File: src/rtl/fir_coef_loader.sv
// -----------------------------------------------------------------------------
// fir_coef_loader
//
// Front-end for the 11-tap FIR. Coefficient words arrive one at a time over a
// valid/ready handshake and are collected in a shadow bank. Once all NTAPS
// words are in, the whole bank is copied to the active outputs on one edge.
// As a result, the filter never sees a partially written coefficient set.
// The sample stream is registered on its way to the filter. It is only
// flagged valid once a complete set has been committed since reset.
//
// Ports:
//   clk       system clock, rising edge
//   rst_n     asynchronous active-low reset
//   ld_start  one-cycle request to begin (or restart) a coefficient load
//   ld_valid  ld_data holds a coefficient word
//   ld_data   coefficient word (two's complement), b0 first
//   ld_ready  loader accepts a word this cycle
//   ld_err    one-cycle pulse: a load in progress was restarted
//   coef_ok   a full coefficient set has been committed since reset
//   sin/svin  input sample and its valid
//   dout/vout registered sample and valid towards the filter
//   b0..b10   active coefficients (port list is fixed at eleven taps)
// -----------------------------------------------------------------------------
module fir_coef_loader #(
   parameter int NB    = 8,
   parameter int NTAPS = 11
) (
   input  logic          clk,
   input  logic          rst_n,
   input  logic          ld_start,
   input  logic          ld_valid,
   input  logic [NB-1:0] ld_data,
   output logic          ld_ready,
   output logic          ld_err,
   output logic          coef_ok,
   input  logic [NB-1:0] sin,
   input  logic          svin,
   output logic [NB-1:0] dout,
   output logic          vout,
   output logic [NB-1:0] b0,
   output logic [NB-1:0] b1,
   output logic [NB-1:0] b2,
   output logic [NB-1:0] b3,
   output logic [NB-1:0] b4,
   output logic [NB-1:0] b5,
   output logic [NB-1:0] b6,
   output logic [NB-1:0] b7,
   output logic [NB-1:0] b8,
   output logic [NB-1:0] b9,
   output logic [NB-1:0] b10
);

   localparam int CW = (NTAPS > 1) ? $clog2(NTAPS) : 1;
   localparam logic [CW-1:0] LAST_IDX = CW'(NTAPS - 1);

   typedef enum logic [1:0] {
      IDLE   = 2'd0,
      LOAD   = 2'd1,
      COMMIT = 2'd2
   } state_t;

   state_t                     state_reg, state_next;
   logic [CW-1:0]              cnt_reg, cnt_next;
   logic [NTAPS-1:0][NB-1:0]   shadow_reg;
   logic [NTAPS-1:0][NB-1:0]   active_reg;
   logic                       ld_err_reg;
   logic                       coef_ok_reg;
   logic [NB-1:0]              dout_reg;
   logic                       vout_reg;
   logic                       wr_en;
   logic                       restart;
   logic                       commit;

   // Next-state logic. A restart has priority over a word presented in the
   // same cycle, so that word is dropped.
   always_comb begin
      state_next = state_reg;
      cnt_next   = cnt_reg;
      wr_en      = 1'b0;
      restart    = 1'b0;
      commit     = 1'b0;
      case (state_reg)
         IDLE: begin
            if (ld_start) begin
               state_next = LOAD;
               cnt_next   = '0;
            end
         end
         LOAD: begin
            if (ld_start) begin
               restart  = 1'b1;
               cnt_next = '0;
            end else if (ld_valid) begin
               wr_en = 1'b1;
               if (cnt_reg == LAST_IDX) begin
                  // The counter wraps here so it never exceeds NTAPS-1.
                  state_next = COMMIT;
                  cnt_next   = '0;
               end else begin
                  cnt_next = cnt_reg + 1'b1;
               end
            end
         end
         COMMIT: begin
            commit     = 1'b1;
            state_next = IDLE;
         end
         default: begin
            state_next = IDLE;
            cnt_next   = '0;
         end
      endcase
   end

   always_ff @(posedge clk or negedge rst_n) begin
      if (!rst_n) begin
         state_reg   <= IDLE;
         cnt_reg     <= '0;
         ld_err_reg  <= 1'b0;
         coef_ok_reg <= 1'b0;
         shadow_reg  <= '0;
         active_reg  <= '0;
      end else begin
         state_reg  <= state_next;
         cnt_reg    <= cnt_next;
         ld_err_reg <= restart;
         if (wr_en) begin
            shadow_reg[cnt_reg] <= ld_data;
         end
         if (commit) begin
            active_reg  <= shadow_reg;
            coef_ok_reg <= 1'b1;
         end
      end
   end

   // Sample path. vout uses coef_ok from before the edge, so a sample taken
   // at the commit edge itself is still dropped.
   always_ff @(posedge clk or negedge rst_n) begin
      if (!rst_n) begin
         dout_reg <= '0;
         vout_reg <= 1'b0;
      end else begin
         if (svin) begin
            dout_reg <= sin;
         end
         vout_reg <= svin & coef_ok_reg;
      end
   end

   // Decoding ld_ready from the state gives it a zero value during reset.
   // It also rises in the first cycle after ld_start without extra delay.
   assign ld_ready = (state_reg == LOAD);
   assign ld_err   = ld_err_reg;
   assign coef_ok  = coef_ok_reg;
   assign dout     = dout_reg;
   assign vout     = vout_reg;

   assign b0  = active_reg[0];
   assign b1  = active_reg[1];
   assign b2  = active_reg[2];
   assign b3  = active_reg[3];
   assign b4  = active_reg[4];
   assign b5  = active_reg[5];
   assign b6  = active_reg[6];
   assign b7  = active_reg[7];
   assign b8  = active_reg[8];
   assign b9  = active_reg[9];
   assign b10 = active_reg[10];

endmodule
File: config.mk
export PLATFORM = sky130hd
export DESIGN_NAME = fir_coef_loader
export DESIGN_NICKNAME = d
export VERILOG_FILES = /design/src/rtl/fir_coef_loader.sv
export SDC_FILE = /design/constraint.sdc
export NUM_CORES = 1
export LEC_CHECK = 0
export ABC_CLOCK_PERIOD_IN_PS = 2300
export CAP_MARGIN = 20
export CORE_MARGIN = 5
export CORE_UTILIZATION = 45
export DETAILED_ROUTE_END_ITERATION = 10
export PLACE_DENSITY = 0.78
export SYNTH_ARGS = -nofsm -noshare
export SYNTH_HDL_FRONTEND = slang
export SYNTH_SLANG_ARGS = --single-unit
File: constraint.sdc
create_clock -name clk -period 2.3 [get_ports clk]
set_input_delay 0.23 -clock clk [delete_from_list [all_inputs] [get_ports clk]]
set_output_delay 0.23 -clock clk [all_outputs]
set_load 0.03 [all_outputs]
# --- After elaboration in Yosys (flattened, before gate mapping) ---
# Index checks and enable logic that the tools add are counted.
# Widths: inputs -> output; s select.
totals:
  regBits: 193
  in_bits: 21
  out_inout_bits: 100
op_classes:
  n_bitwise: 2
  magnitude_cmp: 2
  mux: 19
  reduce_logical: 4
  n_addsub: 1
  n_eq_ne: 8
ops:
  columns: ["cell", "count"]
  rows:
  - ["$bwmux 88", 1]
  - ["$demux 8 s4", 1]
  - ["$mux 4", 4]
  - ["$pmux 4 s3", 1]
  - ["$mux 2", 4]
  - ["$mux 8", 1]
  - ["$mux 1", 6]
  - ["$ne 2x2->1 const B", 3]
  - ["$lt 4x5->1 const B", 1]
  - ["$add 4x1->4 const B", 1]
  - ["$eq 4x4->1 const B", 1]
  - ["$ge 4x1->1 const B", 1]
  - ["$pmux 2 s2", 1]
  - ["$reduce_and 4->1", 1]
  - ["$ne 3x3->1 const B", 1]
  - ["$reduce_and 3->1", 1]
  - ["$eq 2x1->1 const B", 1]
  - ["$eq 2x2->1 const B", 1]
  - ["$logic_not 2->1", 1]
  - ["$ne 2x1->1 const B", 1]
  - ["$and 1x1->1", 1]
  - ["$logic_and 1x1->1", 1]
  - ["$not 1->1", 1]

# --- Depth between registers and ports, before layout ---
# Gate-level depths: netlist (run 1).
depth:
  word_depth: 5
  mapped_depth: 5
  mapped_depth_nobuf: 3

# --- Worst setup path before layout (run 1) ---
# No wires, ideal clock.
synth_path:
  path_kind: "reg-to-reg"
  startpoint: "register state_reg[1]"
  endpoint: "register shadow_reg[56] (netlist bit)"
  setup_time_ps: 125
  stages_incl_launch_ff: 6
  path_buffers: 2
  arrival_ps: 1473
  period_less_slack_ps: 1598
  setup_slack_ps: 702
  required_ps: 2175
  path_cell_list: "dfrtp_1 > and4bb_1 > buf_6 > and4_4 > buf_6 > mux2_4"
synth_via:
  elab_chain_cells: 2
synth_rtl:
  columns: ["item", "line", "source"]
  rows:
  - ["from (decl)", "62", "state_t state_reg, state_next;"]
  - ["from (signal assigned)", "124", "state_reg <= state_next;"]
  - ["$eq 2x1->1", "82", "case (state_reg)"]
  - ["$mux 1", "82", null]
  - ["to (signal, indexed assignment)", "128", "shadow_reg[cnt_reg] <= ld_data;"]
  - ["to (decl)", "64", "logic [NTAPS-1:0][NB-1:0] shadow_reg;"]
# Every way passes these cells.
# A chain may end at the register's enable or synchronous reset.

# --- Final worst setup path (run 1) ---
layout_path:
  startpoint: "register state_reg[1]"
  endpoint: "output ld_ready"
layout_via:
  elab_chain_cells: 1
layout_rtl:
  columns: ["item", "line", "source"]
  rows:
  - ["$eq 2x1->1", "153", "assign ld_ready = (state_reg == LOAD);"]
  - ["to (decl)", "33", "output logic ld_ready,"]
# Every way passes these cells.

==> metrics.cfg, run 1 <==
[grt]
grt_antenna_before_repair=0
grt_start_max_net_pins=72
grt_overflow=0
grt_usage_pct=16.98
grt_pass1_vias=4658
grt_pass1_wl_um=25700

[finish]
seq_area_sq_um=4830
fillers=1241
drive_gt1_share_pct=40.41
insertedDiodeCount=0
nNetsFinal=597
design_area_sq_um=9528
largest_reg_flops=88
multi_input_area_sq_um=2460
area_growth_pct=28.03
instances_no_fill=809

[routing]
highest_layer=met4
wl_met2_um=7941
remaining_drc_errors=0
wl_met3_um=685
wire_per_inst_um=18.95
vias=4099
wl_met1_um=6552
drt_iter0_markers=148
drt-pass1-iter-count=5
wl_um=15330
avgViaCountPerCell=5.067
antenna_left=0

[yosys]
synth_edf_count=0
yosys.cell_types.count=30
yosysMostFrequentCell=dfrtp_1
yosys_warnings=0
async_flop_share_pct=100.0
netlist_instances=452
synth_top_area_cell=dfrtp_1
netlist.area_leader.share_pct=64.90
ys.flop_type=dfrtp_1
seq_area_frac_synth_pct=64.90
synth.area.top_cells=dfrtp_1 (65%), mux2_2 (27%), mux2_4 (1.6%)
syn_avg_cell_area_sq_um=16.46
synthTopCellsByCount=dfrtp_1 (193), mux2_2 (176), buf_2 (11), clkbuf_1 (9), mux2_4 (8)
ys_ff_latch=193
syn_area_sq_um=7442
synth_nets=473

[die]
row_count=47
num_io_pins=121
die_w_um=138.6
start_util_pct=45.36
coreArea_sq_um=16410
die_area_sq_um=19210
die_y_um=138.6

[pwr]
power_density_nw_per_um2=765.3
p_leak_nw=4.597
vdd_drop_max_mv=0.4754

[critical_path]
critPathCaptureType=primary output
worstSetupPathType=flip-flop to primary output
critPathLaunchType=flip-flop
worstPathRequired_ns=2.07
critPathArrivalTime_ns=1.84
cp_max_fo=6

[timing]
max_freq_ghz=0.4824
clock_skew_ns=0.01087
drv_slew=0
fin_ws_ns=0.2272
slew-limit-headroom_pct=54.22
setup-tns-final_ns=0
setup_viol=0
hold_viol=0
fin_crit_sh_pct=90.12
rsz0062_at_grt=false
fin_crit_ns=2.073
tightestPinTransition_ns=0.6845

[status]
status=finished, final reports clean

[clock_tree]
cts_tree=built
clk_pin_slew_worst_paths_ns=0.07
cts_max_path_buffers=2
post_cts_resized=0
htree_num_levels=4
clock-root-buffer=clkbuf_16
post-cts-setup-buffer-count=0
ctsHoldBuffers=1
cts_buffers=17
cts_sinks=193
insertion_delay_ns=0.43

[placement]
placed_cells_incl_taps=776
placed_area_sq_um=8902
gp_congestion=0.8064
dp_hpwl_um=10200
pre_cts_ws_ns=0.1352
port_buffers=120

[hold_path]
holdCritPathClass=input port to asynchronous set/reset pin

[run]
maxCapViolCount=0

per-stage QoR:
step / utilization [%] / power [W] / hold WS (ns)
detailed placement: 54.26 / 0.004292 / 0.2964
global route: 58.07 / 0.007579 / 0.4084
floorplan: - / 0.004036 / -0.06559
global placement: 54.26 / 0.004256 / 0.2765
finish: 58.07 / 0.007292 / 0.3702
CTS: 58.07 / 0.007374 / 0.3963
cell type report:
class | count | area share (%)
Clock inverter | 13 | 1.812
Clock buffer | 19 | 4.649
Tap cell | 220 | 2.889
Timing Repair Buffer | 130 | 13.99
Sequential cell | 193 | 50.69
Multi-Input combinational cell | 230 | 25.82
Inverter | 4 | 0.1576
routing by layer:
layer	global-route usage [%]	up-vias
li1	-	1842
met1	21.12	2149
met2	29.42	92
met3	4.724	16
met4	4.420	0
met5	0	-
worst max-delay path, cell delays in order, from the launching register on:
cell and delay [ns]:
dfrtp_1 0.45, and2b_1 0.28, clkdlybuf4s50_1 0.69
cells by family (layout without fill, tap and decap cells):
logic type	after synthesis	after routing	share of synthesized area [%]
AO/OA/AOI/OAI	11	11	0.9919
AND/OR/NAND/NOR	35	35	3.715
buffers and inverters	29	166	2.152
flip-flops	193	193	64.90
multiplexers	184	184	28.24
report_power, final:
| group | internal [W] | switching (W) |
|---|---|---|
| Combinational | 0.000248 | 0.000243 |
| Clock | 0.00176 | 0.00131 |
| Sequential | 0.00360 | 0.000120 |
| Total | 0.00562 | 0.00167 |
path summary, 6_finish.rpt:
path                       depth (start not counted)  slack [ns]             end          from
min in group clk                                   2        0.41         dout[2]        sin[2]
hold reg to reg                                    1        0.49         coef_ok       coef_ok
max in group asynchronous                          3        1.25           b7[5]         rst_n
setup / recovery                                   2        0.23        ld_ready  state_reg[1]
hold / removal                                     2        0.37           b2[4]         rst_n
setup reg to reg                                   4        0.40  shadow_reg[33]  state_reg[1]
layout by cell type (no fill, tap or decap), types with 3 or more instances in the layout:
cell type	netlist	routed
and2b_1	3	3
dfrtp_1	193	193
clkdlybuf4s50_1	0	119
nand3_2	7	7
mux2_2	176	176
mux2_4	8	8
inv_6	0	6
clkbuf_16	0	17
nand2_1	4	4
bufinv_16	0	3
buf_12	0	4
nand3_1	3	3
nor2_1	3	3
inv_1	4	4
buf_4	1	5
o21ai_0	3	3
(Power assumes the default switching activity.)
==> inputs of run 2 (changes only) <==
Settings changed: CAP_MARGIN 20 to unset, PLACE_DENSITY 0.78 to 0.69.
==> metrics.cfg, run 2 (same netlist as run 1, synthesis figures left out) <==
[status]
status=finished, final reports clean

[die]
num_io_pins=121  ; unchanged
die_area_sq_um=19210  ; unchanged
row_count=47  ; unchanged
die_w_um=138.6  ; unchanged
coreArea_sq_um=16410  ; unchanged
start_util_pct=45.36  ; unchanged
die_y_um=138.6  ; unchanged

[timing]
clock_skew_ns=0.006945  ; -0.003921 ns
setup_viol=0  ; unchanged
drv_slew=0  ; unchanged
tightestPinTransition_ns=0.7601  ; +0.07554 ns
fin_crit_ns=2.058  ; -0.01445 ns
max_freq_ghz=0.4858  ; +0.70%
slew-limit-headroom_pct=49.17  ; -5.1 points
hold_ws_ns=0.3909  ; +0.02078 ns
setup-tns-final_ns=0  ; unchanged
rsz0062_at_grt=false
fin_crit_sh_pct=89.49  ; -0.63 points
hold_viol=0  ; unchanged

[clock_tree]
post-cts-setup-buffer-count=0  ; unchanged
clk_pin_slew_worst_paths_ns=0.06  ; about the same
cts_tree=built
htree_num_levels=4  ; unchanged
post_cts_resized=0  ; unchanged
ctsHoldBuffers=1  ; unchanged
cts_max_path_buffers=2  ; unchanged
clock-root-buffer=clkbuf_16
insertion_delay_ns=0.42  ; about the same
cts_sinks=193  ; unchanged
cts_buffers=17  ; unchanged

[critical_path]
cpPeakStageDelay_ns=0.69  ; about the same
critPathCaptureType=primary output
cp_max_fo=6  ; unchanged
reg2regPathDepth=4  ; unchanged
cpLargestDelayFamily=buffers and inverters
r2r-end=shadow_reg[28]
worstReg2RegStart=state_reg[1]
crit_chain=and2b_1 > clkdlybuf4s50_1
critPathArrivalTime_ns=1.83  ; about the same
rrSetupSlack_ns=0.38  ; -0.02 ns
cp_num_buf_inv=1  ; unchanged
worstSetupPathType=flip-flop to primary output
cpMaxStageDelayCell=clkdlybuf4s50_1
critPathLaunchType=flip-flop
worstPathRequired_ns=2.07  ; about the same

[grt]
grt_pass1_vias=4558  ; -2.1%
grt_usage_pct=16.82  ; -0.16 points
grt_antenna_before_repair=0  ; unchanged
grt_start_max_net_pins=77  ; +6.9%
grt_pass1_wl_um=25550  ; -0.59%
grt_overflow=0  ; unchanged

[routing]
drt-pass1-iter-count=4  ; -1
wire_per_inst_um=18.83  ; -0.61%
remaining_drc_errors=0  ; unchanged
vias=4026  ; -1.8%
wl_um=15220  ; -0.73%
antenna_left=0  ; unchanged
drt_iter0_markers=132  ; -11%
avgViaCountPerCell=4.983  ; -1.7%

[placement]
port_buffers=120  ; unchanged
placed_area_sq_um=8895  ; about the same
dp_hpwl_um=10150  ; -0.49%
gp_congestion=0.7402  ; -8.2%

[pwr]
p_leak_nw=4.566  ; -0.68%
power_density_nw_per_um2=747.1  ; -2.4%
vdd_drop_max_mv=0.4373  ; -8.0%

[run]
maxCapViolCount=0  ; unchanged

[finish]
largest_reg_flops=88  ; unchanged
insertedDiodeCount=0  ; unchanged
area_growth_pct=27.37
finish.utilization_pct=57.77  ; -0.30 points
nNetsFinal=596  ; -0.17%
final_cell_mix=dfrtp_1 (193), mux2_2 (176), clkdlybuf4s50_1 (119), clkbuf_16 (17), mux2_4 (8)
design_area_sq_um=9479  ; -0.51%
drive_gt1_share_pct=39.80  ; -0.61 points
fillers=1259  ; +1.5%
layout_commonest_cell=dfrtp_1

[hold_path]
holdCritPathClass=input port to asynchronous set/reset pin

[run 2: through the flow]
step	setup slack, ns	std cells	power [W]
global route	0.1678	808	0.007370
CTS	0.1986	808	0.007176
finish	0.2417	808	0.007081
detailed placement	0.1146	775	0.004288
floorplan	0.7017	452	0.004036
global placement	0.1615	775	0.004255
[run 2: area by class of cell]
class	instances	area [sq um]	share of cell area, %
clock buffers	23	467.9	4.937
flip-flops and latches	193	4830	50.95
multi-input cells	230	2460	25.95
inverters	4	15.01	0.1584
well taps	220	275.3	2.904
repair buffers	129	1325	13.98
clock inverters	9	106.4	1.122
[run 2: worst max-delay path by stage]
| stage | startpoint | end | cells past startpoint |
|---|---|---|---|
| finish | state_reg[1] | ld_ready | 2 |
| CTS | state_reg[1] | ld_ready | 2 |
| detailed placement | ld_start | shadow_reg[28] | 5 |
| global placement | ld_start | shadow_reg[4] | 5 |
| global route | state_reg[1] | ld_ready | 2 |
| floorplan | state_reg[1] | shadow_reg[56] | 5 |
[run 2: per-layer routing]
layer,track usage (%),part of all wire (%),up-vias
met5,0,0,-
met4,4.836,1.2,0
met3,4.586,4.0,13
met2,27.95,50,89
met1,21.85,45,2085
li1,-,-,1839
[run 2: report_power, final]
group / switching, W / internal, W
sequential: 0.000116 / 0.00361
combinational: 0.000243 / 0.000247
clock: 0.00121 / 0.00166
==> inputs of run 3 (changes only) <==
--- a/config.mk
+++ b/config.mk
@@ -11,4 +11,5 @@
 export DETAILED_ROUTE_END_ITERATION = 10
 export PLACE_DENSITY = 0.69
+export REMOVE_ABC_BUFFERS = 1
 export SYNTH_ARGS = -nofsm -noshare
 export SYNTH_HDL_FRONTEND = slang
==> constraint.sdc (replaced) <==
create_clock -name clk -period 2.3 [get_ports clk]
set_input_delay 0.23 -clock clk [delete_from_list [all_inputs] [get_ports clk]]
set_output_delay 0.23 -clock clk [all_outputs]
set_load 0.02 [all_outputs]
==> metrics.cfg, run 3 (same netlist as run 1, synthesis figures left out) <==
[die]
die_area_sq_um=19210  ; unchanged
row_count=47  ; unchanged
start_util_pct=45.36  ; unchanged
num_io_pins=121  ; unchanged
die_w_um=138.6  ; unchanged
coreArea_sq_um=16410  ; unchanged
die_y_um=138.6  ; unchanged

[critical_path]
critPathArrivalTime_ns=1.79  ; -0.04 ns
cp_max_fo=6  ; unchanged
critPathCaptureType=primary output
critPathLaunchType=flip-flop
rrSetupSlack_ns=0.40  ; +0.02 ns
reg2regPathDepth=4  ; unchanged
worstPathRequired_ns=2.07  ; about the same
worstSetupPathType=flip-flop to primary output

[placement]
placed_area_sq_um=8895  ; unchanged
gp_congestion=0.7245  ; -2.1%
pre_cts_ws_ns=0.1328  ; +0.01818 ns
port_buffers=120  ; unchanged
dp_hpwl_um=10010  ; -1.4%

[clock_tree]
cts_max_path_buffers=2  ; unchanged
cts_sinks=193  ; unchanged
clock-root-buffer=clkbuf_16
cts_buffers=17  ; unchanged
clk_pin_slew_worst_paths_ns=0.07  ; about the same
htree_num_levels=4  ; unchanged
cts_tree=built
post_cts_resized=0  ; unchanged
insertion_delay_ns=0.42  ; about the same

[routing]
wl_um=15050  ; -1.1%
wire_per_inst_um=18.63  ; -1.1%
vias=4130  ; +2.6%
drt_iter0_markers=127  ; -3.8%
remaining_drc_errors=0  ; unchanged
drt-pass1-iter-count=4  ; unchanged
avgViaCountPerCell=5.111  ; +2.6%
antenna_left=0  ; unchanged

[grt]
grt_pass1_vias=4512  ; -1.0%
grt_antenna_before_repair=0  ; unchanged
grt_usage_pct=16.51  ; -0.32 points
grt_start_max_net_pins=51  ; -34%
grt_overflow=0  ; unchanged
grt_pass1_wl_um=25030  ; -2.0%

[timing]
clock_skew_ns=0.008964  ; +0.002019 ns
slew-limit-headroom_pct=51.60  ; +2.4 points
hold_viol=0  ; unchanged
setup_viol=0  ; unchanged
fin_ws_ns=0.2753  ; +0.03359 ns
tightestPinTransition_ns=0.7238  ; -0.03630 ns
fin_crit_sh_pct=88.03  ; -1.5 points
max_freq_ghz=0.4939  ; +1.7%
drv_slew=0  ; unchanged
rsz0062_at_grt=false
setup-tns-final_ns=0  ; unchanged
fin_crit_ns=2.025  ; -0.03359 ns

[pwr]
vdd_drop_max_mv=0.5215  ; +19%
power_density_nw_per_um2=764.7  ; +2.4%
p_leak_nw=4.600  ; +0.75%

[finish]
nNetsFinal=596  ; unchanged
design_area_sq_um=9530  ; +0.54%
layout_commonest_cell=dfrtp_1
final_cell_mix=dfrtp_1 (193), mux2_2 (176), clkdlybuf4s50_1 (119), clkbuf_16 (17), mux2_4 (8)
insertedDiodeCount=0  ; unchanged
drive_gt1_share_pct=40.31  ; +0.51 points
area_growth_pct=28.06
finish.utilization_pct=58.09  ; +0.31 points
largest_reg_flops=88  ; unchanged

[status]
status=finished, final reports clean

[run]
maxCapViolCount=0  ; unchanged

[hold_path]
holdCritPathClass=input port to asynchronous set/reset pin

run 3: path summary, 6_finish.rpt:
path / startpoint / end
worst max-delay path: state_reg[1] / ld_ready
worst min register to register: coef_ok / coef_ok
worst max register to register: state_reg[1] / shadow_reg[31]
max in group asynchronous: rst_n / b4[7]
min in group clk: sin[5] / dout[5]
worst min-delay path: rst_n / dout[6]
run 3: metrics by stage:
stage               hold slack, ns  std cells  total power, W
global placement            0.1901        775        0.004234
floorplan                 -0.06559        427        0.003995
global route                0.3336        808        0.007595
finish                      0.3059        808        0.007288
detailed placement          0.1952        775        0.004264
CTS                         0.3126        808        0.007376
run 3: final cells by class:
class                      count  area (sq um)
sequential                   193          4830
fill                        1239          6877
multi-input combinational    230          2460
clock inverter                13         182.7
inverter                       4         15.01
tap                          220         275.3
timing repair buffer         129          1325
clock buffer                  19         442.9
run 3: per-layer routing:
layer / share of wire, % / GRT usage, %
met5: 0 / 0
met4: 1.0 / 5.616
met3: 4.0 / 3.862
met2: 50 / 27.21
met1: 45 / 21.67
run 3: timing repair:
action                                 CTS  global route
hold buffers                             1             0
endpoints found under the hold margin   42             0
setup endpoints to repair                0             0
setup buffers                            0             0
run 3: worst max-delay path, cell delays in order, from the launching register on:
cell and delay [ns]:
dfrtp_1 0.45, and2b_1 0.29, clkdlybuf4s50_1 0.63
run 3: where the power goes:
part	internal (W)	switching (W)
Combinational	0.000247	0.000227
Sequential	0.00361	0.000111
Clock	0.00185	0.00125
Total	0.00570	0.00158
==> patch: new RTL, flow settings as in run 2 <==
One comparison of `cnt_reg` changes from == to >=.
--- a/src/rtl/fir_coef_loader.sv
+++ b/src/rtl/fir_coef_loader.sv
@@ -93,5 +93,5 @@
             end else if (ld_valid) begin
                wr_en = 1'b1;
-               if (cnt_reg == LAST_IDX) begin
+               if (cnt_reg >= LAST_IDX) begin
                   // The counter wraps here so it never exceeds NTAPS-1.
                   state_next = COMMIT;
Function: no difference found for any inputs over 10 cycles, from zero or initial values and one cycle with rst_n low; that may be too few to reach the edited logic, so the function may still have changed.
==> patch against run 2 <==
- clock power decreased by 2%
- utilization decreased by 0.28 points
- design area increased by 3.8%
- routed wire length increased by 5.1%
- sequential share of layout area decreased by 1.9 points
- clock skew increased by 0.00060 ns
- total power increased by 2.0%
- worst setup slack improved by 0.050 ns
- sequential power increased by 2%
- first-iteration DRC count increased by 25%
- area after synthesis increased by 4.4%
- sequential cell count unchanged
- die area increased by 4.1%
- critical path type unchanged
- largest cell class unchanged
- largest power group unchanged
==> patch: results (changes against run 2) <==
=========================================================================================
Buffer cell driving the clock tree root ....................................    clkbuf_16
Type of element launching the critical path ................................         flop
Leakage component of the power .............................................      4.83 nW   +5.8%
Number of antenna violations at the first check in global routing ..........            0   unchanged
Ratio of cells with drive above 1 in the final layout ......................        39.8%   about the same
Top cells by area, synth ................................................... dfrtp_1, mux2_4, mux2_2
Sequential fraction of the synthesis area ..................................        62.2%   -2.7 points
Top flip-flop cell by instance count after synthesis .......................      dfrtp_1
Highest net fanout along the worst path ....................................            6   unchanged
Slew margin rel. ...........................................................        51.3%   +2.1 points
Clock slew seen by the registers of the worst setup and hold paths .........      0.06 ns   about the same
Worst slack, placed ........................................................     0.363 ns   +0.248 ns
Ant diodes .................................................................            0   unchanged
TritonRoute pass-1 iters ...................................................            4   unchanged
Number of synthesis warnings ...............................................            0   unchanged
Global-route usage over all layers .........................................        16.8%   -0.029 points
Final HPWL DP ..............................................................    10,800 um   +6.1%
Clock latency at the later pin of the worst-skew pair ......................      0.43 ns
Internal Power .............................................................    0.00556 W   +0.82%
Net count after synthesis ..................................................          470   -0.63%
Post-CTS Repair Setup Buffers ..............................................            0   unchanged
Maximum VDD drop ...........................................................     0.534 mV   +22%
Number of levels in the clock H-tree .......................................            4   unchanged
Path class of the lowest-slack min-delay path ..............................  in -> async
Proportion of register bits with asynchronous set or reset after synthesis .         100%   unchanged
Clock buffer count from CTS ................................................           17   unchanged
Max Buffers Root-to-Sink ...................................................            2   unchanged
First-pass GRT wire length .................................................    25,600 um   +0.30%
Port Buffer Count ..........................................................          120   unchanged
Via count of the first global-routing pass .................................        4,500   -1.3%
Result of the run ..........................................................    completed
Number of flip-flops under the largest register name .......................           88   unchanged
Total wirelength of the detailed-routed design .............................    16,000 um   +5.1%
Cell types with the highest counts after synthesis ......................... dfrtp_1, mux2_2, mux2_4, nand3_4
Number of DRC markers after the initial detailed-route iteration ...........          165   +25%
GRT overflow ...............................................................            0   unchanged
Clk_skew ...................................................................   0.00754 ns   +0.000596 ns
Largest net degree at the start of global routing ..........................           70   -9.1%
Final net count ............................................................          598   +0.34%
Ratio of routed vias to standard cells .....................................         5.00   +0.40%
Library cells used by synthesis ............................................           32   +6.7%
Post-cts sizing count ......................................................            0   unchanged
Last weighted congestion value of the routability-driven placer ............        0.800   +8.1%
=========================================================================================
patch: cell types whose count changed after synthesis, moves of 3 or more:
cell	delta
mux2_2	-79
buf_6	-3
mux2_1	+8
nand3_2	-6
nand2_1	-4
nand3_4	+8
ha_1	+4
mux2_4	+72
patch: power by group through the flow:
stage               Combinational [W]  Clock (W)  Sequential [W]
floorplan                    0.000406          0         0.00380
global placement             0.000623          0         0.00382
detailed placement           0.000644          0         0.00384
CTS                          0.000648    0.00288         0.00378
global route                 0.000686    0.00303         0.00380
finish                       0.000635    0.00281         0.00378
patch: path summary, 6_finish.rpt:
check | depth (start not counted) | endpoint | slack [ns] | from
max | 2 | ld_ready | 0.29 | state_reg[0]$_DFFE_PN0P_
min | 2 | b6[5]$_DFFE_PN0P_ | 0.32 | rst_n
max reg2reg | 5 | cnt_reg[2]$_DFFE_PN0P_ | 0.47 | cnt_reg[0]$_DFFE_PN0P_
min reg2reg | 1 | b0[1]$_DFFE_PN0P_ | 0.48 | b0[1]$_DFFE_PN0P_
max in group asynchronous | 3 | shadow_reg[64]$_DFFE_PN0P_ | 1.16 | rst_n
min in group clk | 2 | dout[7]$_DFFE_PN0P_ | 0.43 | sin[7]
patch: repair_timing:
item | CTS | global route
hold buffers | 1 | 0
endpoints found under the hold margin | 49 | 0
setup endpoints to repair | 0 | 0
patch: critical path, cell delays in order (launching register included):
cell             delay (ns)
dfrtp_1                0.45
nor2b_1                0.21
clkdlybuf4s50_1        0.69
patch: metrics by stage:
stage	cells	hold slack [ns]	cell area, um2
5_1_grt	811	0.353	9840
4_1_cts	811	0.321	9840
2_1_floorplan	445	-0.0656	7770
3_3_place_gp	778	0.210	9270
6_report	811	0.318	9840
3_5_place_dp	778	0.211	9270
patch: layer usage:
layer | GRT usage, % | vias up | share of wire, %
met3 | 3.91 | 17 | 4.0
li1 | - | 1837 | -
met5 | 0 | - | 0
met1 | 21.5 | 2121 | 44
met2 | 28.6 | 82 | 51
met4 | 5.20 | 0 | 1.5
patch: logic make-up (layout without fill, tap and decap cells):
kind of cell | Yosys count | count (layout) | share of synthesized area (%)
buffers and inverters | 24 | 165 | 1.63
adders and majority gates | 4 | 4 | 0.644
AOI/OAI and AO/OA | 9 | 9 | 0.886
DFF | 193 | 193 | 62.2
muxes | 185 | 185 | 30.7
and+or+nand+nor | 30 | 30 | 3.98
patch: cell type report:
class                      count  area [um2]
multi-input combinational    228        2820
clock inverter                12         106
clock buffer                  20         457
timing repair buffer         131        1340
fill                        1347        7280
inverter                       2        7.51
sequential                   193        4830
tap                          225         282
